File: src/rtl/mem_arbiter_if.sv
// Bus bundle between three requesters, the arbiter and the ROM.
// The slave modport is the arbiter's view; the master modport is the view of
// whatever drives requests and supplies ROM data (requesters plus ROM model).
`timescale 1ns/1ps
interface mem_arbiter_if #(
  parameter int AW = 12,
  parameter int DW = 16
);
  logic [2:0]    req;
  logic [AW-1:0] addr0;
  logic [AW-1:0] addr1;
  logic [AW-1:0] addr2;
  logic [2:0]    gnt;
  logic [2:0]    rvalid;
  logic [DW-1:0] rdata;
  logic          err;
  logic          busy;
  logic          mem_cs;
  logic [AW-2:0] mem_addr;
  logic [DW-1:0] mem_rdata;

  modport slave (
    input  req, addr0, addr1, addr2, mem_rdata,
    output gnt, rvalid, rdata, err, busy, mem_cs, mem_addr
  );

  modport master (
    output req, addr0, addr1, addr2, mem_rdata,
    input  gnt, rvalid, rdata, err, busy, mem_cs, mem_addr
  );
endinterface

File: src/rtl/mem_arbiter.sv
// Three-requester ROM read arbiter (fetch, operand, debug).
// One access in flight at a time: IDLE (grant) -> ADDR (ROM cycle) -> RESP.
// Addresses with the top bit clear are outside the ROM: no chip select is
// raised, the returned word is zero and err accompanies rvalid.
// Optional feature: define ARB_ROUND_ROBIN_EN for rotating priority; without
// it, fixed priority fetch > operand > debug and no pointer register exists.
`timescale 1ns/1ps
module mem_arbiter #(
  parameter int AW = 12,
  parameter int DW = 16
) (
  input logic           clk,
  input logic           rstn,
  mem_arbiter_if.slave  bus
);

  typedef enum logic [1:0] {
    IDLE = 2'd0,
    ADDR = 2'd1,
    RESP = 2'd2
  } state_t;

  state_t        r_state;
  state_t        w_nextState;
  logic [1:0]    r_owner;
  logic [AW-1:0] r_addr;
  logic [DW-1:0] r_rdata;
  logic [1:0]    w_winner;
  logic          w_anyReq;
  logic          w_grantNow;
  logic [AW-1:0] w_selAddr;

  assign w_anyReq   = |bus.req;
  assign w_grantNow = (r_state == IDLE) && w_anyReq && rstn;

`ifdef ARB_ROUND_ROBIN_EN
  logic [1:0] r_rrPtr;

  // Rotating search starting one past the most recently granted requester
  always_comb begin
    w_winner = 2'd0;
    case (r_rrPtr)
      2'd0: begin
        if (bus.req[1])      w_winner = 2'd1;
        else if (bus.req[2]) w_winner = 2'd2;
        else                 w_winner = 2'd0;
      end
      2'd1: begin
        if (bus.req[2])      w_winner = 2'd2;
        else if (bus.req[0]) w_winner = 2'd0;
        else                 w_winner = 2'd1;
      end
      default: begin
        if (bus.req[0])      w_winner = 2'd0;
        else if (bus.req[1]) w_winner = 2'd1;
        else                 w_winner = 2'd2;
      end
    endcase
  end

  // Pointer remembers the last winner and moves only when a grant is issued
  always_ff @(posedge clk or negedge rstn) begin
    if (!rstn) begin
      r_rrPtr <= 2'd2;
    end else if (w_grantNow) begin
      r_rrPtr <= w_winner;
    end
  end
`else
  // Fixed priority: fetch beats operand beats debug
  always_comb begin
    w_winner = 2'd0;
    if (bus.req[0])      w_winner = 2'd0;
    else if (bus.req[1]) w_winner = 2'd1;
    else if (bus.req[2]) w_winner = 2'd2;
    else                 w_winner = 2'd0;
  end
`endif

  // Address of the current winner, taken from its own address bus
  always_comb begin
    w_selAddr = bus.addr0;
    case (w_winner)
      2'd1:    w_selAddr = bus.addr1;
      2'd2:    w_selAddr = bus.addr2;
      default: w_selAddr = bus.addr0;
    endcase
  end

  // FSM state register
  always_ff @(posedge clk or negedge rstn) begin
    if (!rstn) begin
      r_state <= IDLE;
    end else begin
      r_state <= w_nextState;
    end
  end

  // Next-state and per-state outputs; everything not driven in a state stays 0
  always_comb begin
    w_nextState  = r_state;
    bus.gnt      = 3'b000;
    bus.rvalid   = 3'b000;
    bus.err      = 1'b0;
    bus.mem_cs   = 1'b0;
    bus.mem_addr = '0;
    case (r_state)
      IDLE: begin
        if (w_grantNow) begin
          bus.gnt     = 3'b001 << w_winner;
          w_nextState = ADDR;
        end
      end
      ADDR: begin
        bus.mem_cs   = r_addr[AW-1];
        bus.mem_addr = r_addr[AW-2:0];
        w_nextState  = RESP;
      end
      RESP: begin
        bus.rvalid  = 3'b001 << r_owner;
        bus.err     = ~r_addr[AW-1];
        w_nextState = IDLE;
      end
      default: begin
        w_nextState = IDLE;
      end
    endcase
  end

  // Latch owner and its address at grant so later address changes are ignored
  always_ff @(posedge clk or negedge rstn) begin
    if (!rstn) begin
      r_owner <= 2'd0;
      r_addr  <= '0;
    end else if (w_grantNow) begin
      r_owner <= w_winner;
      r_addr  <= w_selAddr;
    end
  end

  // Capture ROM data at the end of the address cycle; out-of-range reads give 0
  always_ff @(posedge clk or negedge rstn) begin
    if (!rstn) begin
      r_rdata <= '0;
    end else if (r_state == ADDR) begin
      r_rdata <= r_addr[AW-1] ? bus.mem_rdata : '0;
    end
  end

  assign bus.rdata = r_rdata;
  assign bus.busy  = (r_state != IDLE);

endmodule
File: src/flat_wrapper.sv
// flat-port wrapper written by rule: the top's interface ports become plain ports
module mem_arbiter_flat 
#(
  parameter int AW = 12,
  parameter int DW = 16
)
  (clk, rstn, bus_req, bus_addr0, bus_addr1, bus_addr2, bus_mem_rdata, bus_gnt, bus_rvalid, bus_rdata, bus_err, bus_busy, bus_mem_cs, bus_mem_addr);
  mem_arbiter_if #(.AW(AW), .DW(DW)) bus_i ();
  input logic clk;
  input logic rstn;
  input wire logic [$bits(bus_i.req)-1:0] bus_req;
  input wire logic [$bits(bus_i.addr0)-1:0] bus_addr0;
  input wire logic [$bits(bus_i.addr1)-1:0] bus_addr1;
  input wire logic [$bits(bus_i.addr2)-1:0] bus_addr2;
  input wire logic [$bits(bus_i.mem_rdata)-1:0] bus_mem_rdata;
  output wire logic [$bits(bus_i.gnt)-1:0] bus_gnt;
  output wire logic [$bits(bus_i.rvalid)-1:0] bus_rvalid;
  output wire logic [$bits(bus_i.rdata)-1:0] bus_rdata;
  output wire logic [$bits(bus_i.err)-1:0] bus_err;
  output wire logic [$bits(bus_i.busy)-1:0] bus_busy;
  output wire logic [$bits(bus_i.mem_cs)-1:0] bus_mem_cs;
  output wire logic [$bits(bus_i.mem_addr)-1:0] bus_mem_addr;
  assign bus_i.req = bus_req;
  assign bus_i.addr0 = bus_addr0;
  assign bus_i.addr1 = bus_addr1;
  assign bus_i.addr2 = bus_addr2;
  assign bus_i.mem_rdata = bus_mem_rdata;
  assign bus_gnt = bus_i.gnt;
  assign bus_rvalid = bus_i.rvalid;
  assign bus_rdata = bus_i.rdata;
  assign bus_err = bus_i.err;
  assign bus_busy = bus_i.busy;
  assign bus_mem_cs = bus_i.mem_cs;
  assign bus_mem_addr = bus_i.mem_addr;
  mem_arbiter #(.AW(AW), .DW(DW)) u_core (.clk(clk), .rstn(rstn), .bus(bus_i));
endmodule
File: config.mk
export PLATFORM = sky130hd
export DESIGN_NAME = mem_arbiter_flat
export DESIGN_NICKNAME = d
export VERILOG_FILES = /design/src/rtl/mem_arbiter_if.sv /design/src/rtl/mem_arbiter.sv /design/src/flat_wrapper.sv
export SDC_FILE = /design/constraint.sdc
export NUM_CORES = 1
export LEC_CHECK = 0
export CAP_MARGIN = 20
export CORE_MARGIN = 2
export CORE_UTILIZATION = 39
export CTS_CLUSTER_DIAMETER = 150
export DETAILED_ROUTE_END_ITERATION = 16
export MAX_ROUTING_LAYER = met4
export PLACE_DENSITY = 0.9
export SETUP_SLACK_MARGIN = 0.02
export SLEW_MARGIN = 20
export SYNTH_ARGS = -nofsm -noshare
export SYNTH_HDL_FRONTEND = slang
export SYNTH_SLANG_ARGS = --single-unit
export TNS_END_PERCENT = 5
File: constraint.sdc
create_clock -name clk -period 1.8 [get_ports clk]
set_input_delay 0.36 -clock clk [delete_from_list [all_inputs] [get_ports clk]]
set_output_delay 0.36 -clock clk [all_outputs]
set_load 0.005 [all_outputs]
# Word level (Yosys, flattened, before mapping)
# Cells that the tools add are included.
[totals]
ff_bits = 32
inputBits = 57
output_inout_bits = 36
word_cells = 30
[classes]
eq_ne = 5
shift = 2
muxes = 13
n_bitwise = 1
reduce_logical = 5
[ops]
columns = ["operator", "n"]
rows = [
  ["12-bit case mux with 2 select lines", 1],
  ["16-bit two-way mux", 1],
  ["11-bit two-way mux", 1],
  ["3-bit two-way mux", 3],
  ["2-bit two-way mux", 4],
  ["1-bit by 2-bit left shift with 3-bit output, first input constant", 2],
  ["2-bit by 1-bit == test with 1-bit output, second input constant", 2],
  ["2-bit == test, second input constant", 2],
  ["2-bit case mux with 2 select lines", 1],
  ["3-bit OR reduction", 1],
  ["1-bit logical AND", 2],
  ["2-bit zero test", 1],
  ["1-bit two-way mux", 2],
  ["2-bit by 1-bit inequality test with 1-bit output, second input constant", 1],
  ["2-bit nonzero test", 1],
  ["1-bit NOT", 1],
]

# Longest topological paths before layout
[depth]
word_depth = 6
ltp_mapped = 7

# Worst setup path before layout
# No wires, ideal clock.
[synth_path]
path_kind = "register -> output"
start = "register u_core.r_state[1]"
end = "output port bus_gnt[0]"
arrival_time_ns = 1.081
t_required_ns = 1.440
path_slack_ns = 0.359
path_stages_with_launch = 4
path_cell_list = "dfrtp_1 nor3b_4 clkbuf_8 and2_1"
[synth_via]
elab_chain_cells = 5
[synth_lines]
columns = ["item", "line", "text"]
rows = [
  ["start, declared", "mem_arbiter.sv:23", "state_t r_state;"],
  ["start signal, assigned", "mem_arbiter.sv:95", "r_state <= w_nextState;"],
  ["2-bit zero test (*)", "mem_arbiter.sv:34, mem_arbiter.sv:107", ""],
  ["1-bit logical AND (2 in series)", "mem_arbiter.sv:34", "assign w_grantNow = (r_state == IDLE) && w_anyReq && rstn;"],
  ["3-bit two-way mux", "mem_arbiter.sv:109", "if (w_grantNow) begin"],
  ["3-bit two-way mux (*)", "mem_arbiter.sv:107", "case (r_state)"],
  ["end, declared", "flat_wrapper.sv:16", "output wire logic [$bits(bus_i.gnt)-1:0] bus_gnt;"],
]
# Every way passes the cells marked *; elsewhere a longest branch is shown, timed or not.

# Worst setup path in the final report
[layout_path]
start = "register u_core.r_state[1]"
end = "output port bus_gnt[1]"
# The elaborated chain is that of the path after synthesis.

==> parameters.txt <==
Parameter                              Value

Layout
  Area of the multi-input gates    876 um2
  Net count of the finished layout    360
  Layout Area Growth over Synthesis    64.6%
  Antenna diodes    0
  Fraction of layout instances using a drive strength above 1    24.3%
  Final std cells w/o fill    356
  Cell area after layout    roughly 2900 um2
  Number of fill cells in the layout    about 350
  Flip-flop and latch area    802 um2

Outcome
  Outcome    finished with violations
  Violations in the final reports    setup timing

Clock network
  CTS max path bufs    2
  Clock-pin slew on the worst setup and hold paths    ~0.060 ns
  CTS HTree Levels    2
  CTS tree    yes
  Inserted Clock Buffers    5
  Worst skew pair latency    0.28 ns
  Clk sinks    32
  CTS root buffer    clkbuf_8

Setup path
  Critical R2R Launch    u_core.r_state[1]
  Crit. End Element    output port
  Arrival time reported for the critical path endpoint    1.51 ns
  Destination of the critical timing path    bus_gnt[1]
  Critical path startpoint category    flip-flop
  Max FO, Critical Path    3
  FF-to-FF setup slack    0.10 ns
  Required time worst endpoint    1.44 ns
  Depth of the worst register-to-register path    8
  Setup Crit Path Kind    flip-flop to output port
  Worst R2R End    u_core.r_owner[1]
  Launch point of the worst path    u_core.r_state[1]

Place
  Post-place instance area    approximately 2800 um2
  RePlAce Congestion    0.744
  Placed cell count    between 300 and 400
  Post-detail-place hpwl    about 3.6 mm
  Count of port buffers added during placement    92

GRT
  Wire length of the first global-routing pass    approximately 8.1 mm
  Overall routing resource usage    20.6%
  Largest net degree at the start of global routing    33
  Total gr overflow    0
  Via count of the first global-routing pass    1786
  Antenna violations before repair    0

Drt
  Number of DRC markers after the initial detailed-route iteration    74
  Count of nets left with antenna violations after detail routing    0
  Remaining design rule violation count    0
  DRT Wirelength    between 4 and 5 mm
  Via count of the routed design    ~1800
  Drt wl/cell    roughly 13 um
  DR WL met2    2.38 mm
  Number of vias per cell after detailed routing    5.02
  DR top layer    met4
  Routed length on met1    about 2.0 mm
  Number of optimization iterations in the first detailed-route pass    4
  Met3 wire length    332 um

Floorplan
  Vertical die dimension    ~71 um
  Initial cell density of the core    40.7%
  Die area    ~5100 um2
  Die outline width    71.4 um
  # rows    24
  Core outline area    4350 um2
  Boundary Pins    93

STA
  Final Skew    0.00285 ns
  Unrepaired setup endpoints after global routing    true
  Number of endpoints failing setup at the final stage    1
  Worst setup slack after layout    -0.0733 ns
  Hold Violations, Final    0
  Final min period    1.87 ns
  Highest clock frequency the design can meet    0.534 GHz
  Slew at the pin with the worst max-slew slack    0.395 ns
  Slew Limit Fails    0
  Slew headroom    73.6%
  Final worst path period share    104%

Synthesis
  Fraction of synthesized cell area taken by the top area cell type    45.2%
  Proportion of synthesized chip area in sequential cells    45.2%
  Netlist area before placement    1770 um2
  Post-synthesis average cell area    between 8 and 9 um2
  Area contributors post-synth    dfrtp_1 (45%), nand2_1 (12%), a21o_2 (6.9%), nand3b_1 (5.1%), and2_1 (4.6%)
  Post-Synthesis Cells    200
  Synthesis Warnings    0
  Number of different library cells in the post-synthesis netlist    26
  Synthesis-stage register bit count    32
  Cell type contributing the most total cell area after synthesis    dfrtp_1
  Synthesized Nets    ~260

Power and ir drop
  Pwr dens    882 nW/um2
  Leakage power    1.41 nW
  Worst supply voltage drop on vdd    0.373 mV

Flow run
  Maximum capacitance violations    0

Min path
  Worst min path class    primary input to asynchronous set/reset pin
-- layer usage --
layer	vias up	global-route usage (%)
met3	4	4.78
li1	880	-
met2	80	35.9
met5	-	-
met4	0	5.66
met1	822	23.9
-- critical path: stages, from the launching register on --
cell	delay (ns)
dfrtp_1	0.42
nor3b_4	0.28
buf_4	0.16
buf_6	0.09
and3b_2	0.18
buf_2	0.11
-- power breakdown --
part / total, mW / switching, mW / internal [mW]
combinational: 0.981 / 0.381 / 0.599
sequential: 1.05 / 0.126 / 0.926
clock: 0.542 / 0.231 / 0.311
total: 2.58 / 0.739 / 1.84
-- cell usage in the layout, fill, tap and decap left out, types with 2 or more instances in the layout --
cell type and instances:
clkdlybuf4s50_1 71, nor3b_2 2, buf_2 10, nand2b_4 2, dlymetal6s2s_1 4, a31oi_1 12, a21oi_1 12, dfrtp_1 31
buf_12 2, buf_6 5, nand3b_1 12, nand3_1 16, clkbuf_1 2, and2_4 4, a21o_2 14, inv_4 2
clkbuf_8 6, and2_1 9, buf_4 17, nor2_1 2, nand2_1 56
-- stage by stage --
stage	hold slack (ns)	utilization, %	setup slack [ns]	total power [mW]	setup TNS [ns]
6_report	0.130	67.0	-0.0733	2.58	-0.0733
4_1_cts	0.130	66.1	-0.249	2.57	-0.837
3_3_place_gp	0.430	63.3	-0.171	1.98	-2.07
3_5_place_dp	0.427	63.3	-0.204	2.02	-3.17
2_1_floorplan	0.0644	-	0.359	1.43	0
5_1_grt	0.141	67.0	-0.151	2.76	-0.325
-- worst min path at each step --
| stage | endpoint | slack, ns | depth (start not counted) |
|---|---|---|---|
| finish | u_core.bus.rdata[0] | 0.13 | 2 |
| global route | u_core.bus.rdata[1] | 0.14 | 2 |
| CTS | u_core.bus.rdata[1] | 0.13 | 2 |
| detailed placement | u_core.bus.rdata[1] | 0.43 | 2 |
| global placement | u_core.r_state[1] | 0.43 | 2 |
| floorplan | u_core.bus.rdata[0] | 0.06 | 0 |
-- layout make-up --
| cell class | instances | area share, % |
|---|---|---|
| clock buffer | 8 | 3.09 |
| inverter | 2 | 0.429 |
| multi-input combinational | 149 | 30.0 |
| sequential | 32 | 27.5 |
| tap | 52 | 2.23 |
| timing repair buffer | 113 | 36.8 |
-- cell families after synthesis --
kind of cell,count (synthesis),share of synthesized area (%)
AO/OA/AOI/OAI,39,15.0
buffers and inverters,19,7.97
flip-flops,32,45.2
AND/OR/NAND/NOR,110,31.9
-- Yosys cell counts --
| cell | count |
|---|---|
| a21o_2 | 14 |
| a21oi_1 | 12 |
| a31oi_1 | 12 |
| and2_1 | 13 |
| and3_1 | 1 |
| and3b_2 | 1 |
| buf_2 | 6 |
| buf_4 | 2 |
| buf_6 | 2 |
| clkbuf_1 | 3 |
| clkbuf_8 | 4 |
| dfrtp_1 | 32 |
| inv_1 | 1 |
| inv_2 | 1 |
| nand2_1 | 56 |
| nand2_4 | 1 |
| nand2b_1 | 2 |
| nand3_1 | 16 |
| nand3b_1 | 12 |
| nor2_1 | 2 |
| nor3_1 | 1 |
| nor3b_1 | 2 |
| nor3b_4 | 1 |
| o21bai_1 | 1 |
| or2_2 | 1 |
| or3_4 | 1 |
-- state kept, by name, summed over array words and instances (netlist names) --
| signal | flops |
|---|---|
| u_core.bus.rdata | 16 |
| u_core.r_addr | 12 |
| u_core.r_owner | 2 |
| u_core.r_state | 2 |
-- timing repair --
action	in CTS	in global routing
buffers inserted	3	3
hold buffers	0	0
setup endpoints to repair	20	25
pin swaps	3	4
resized for setup	40	42
No activity file was read; power rests on OpenSTA's default activity.
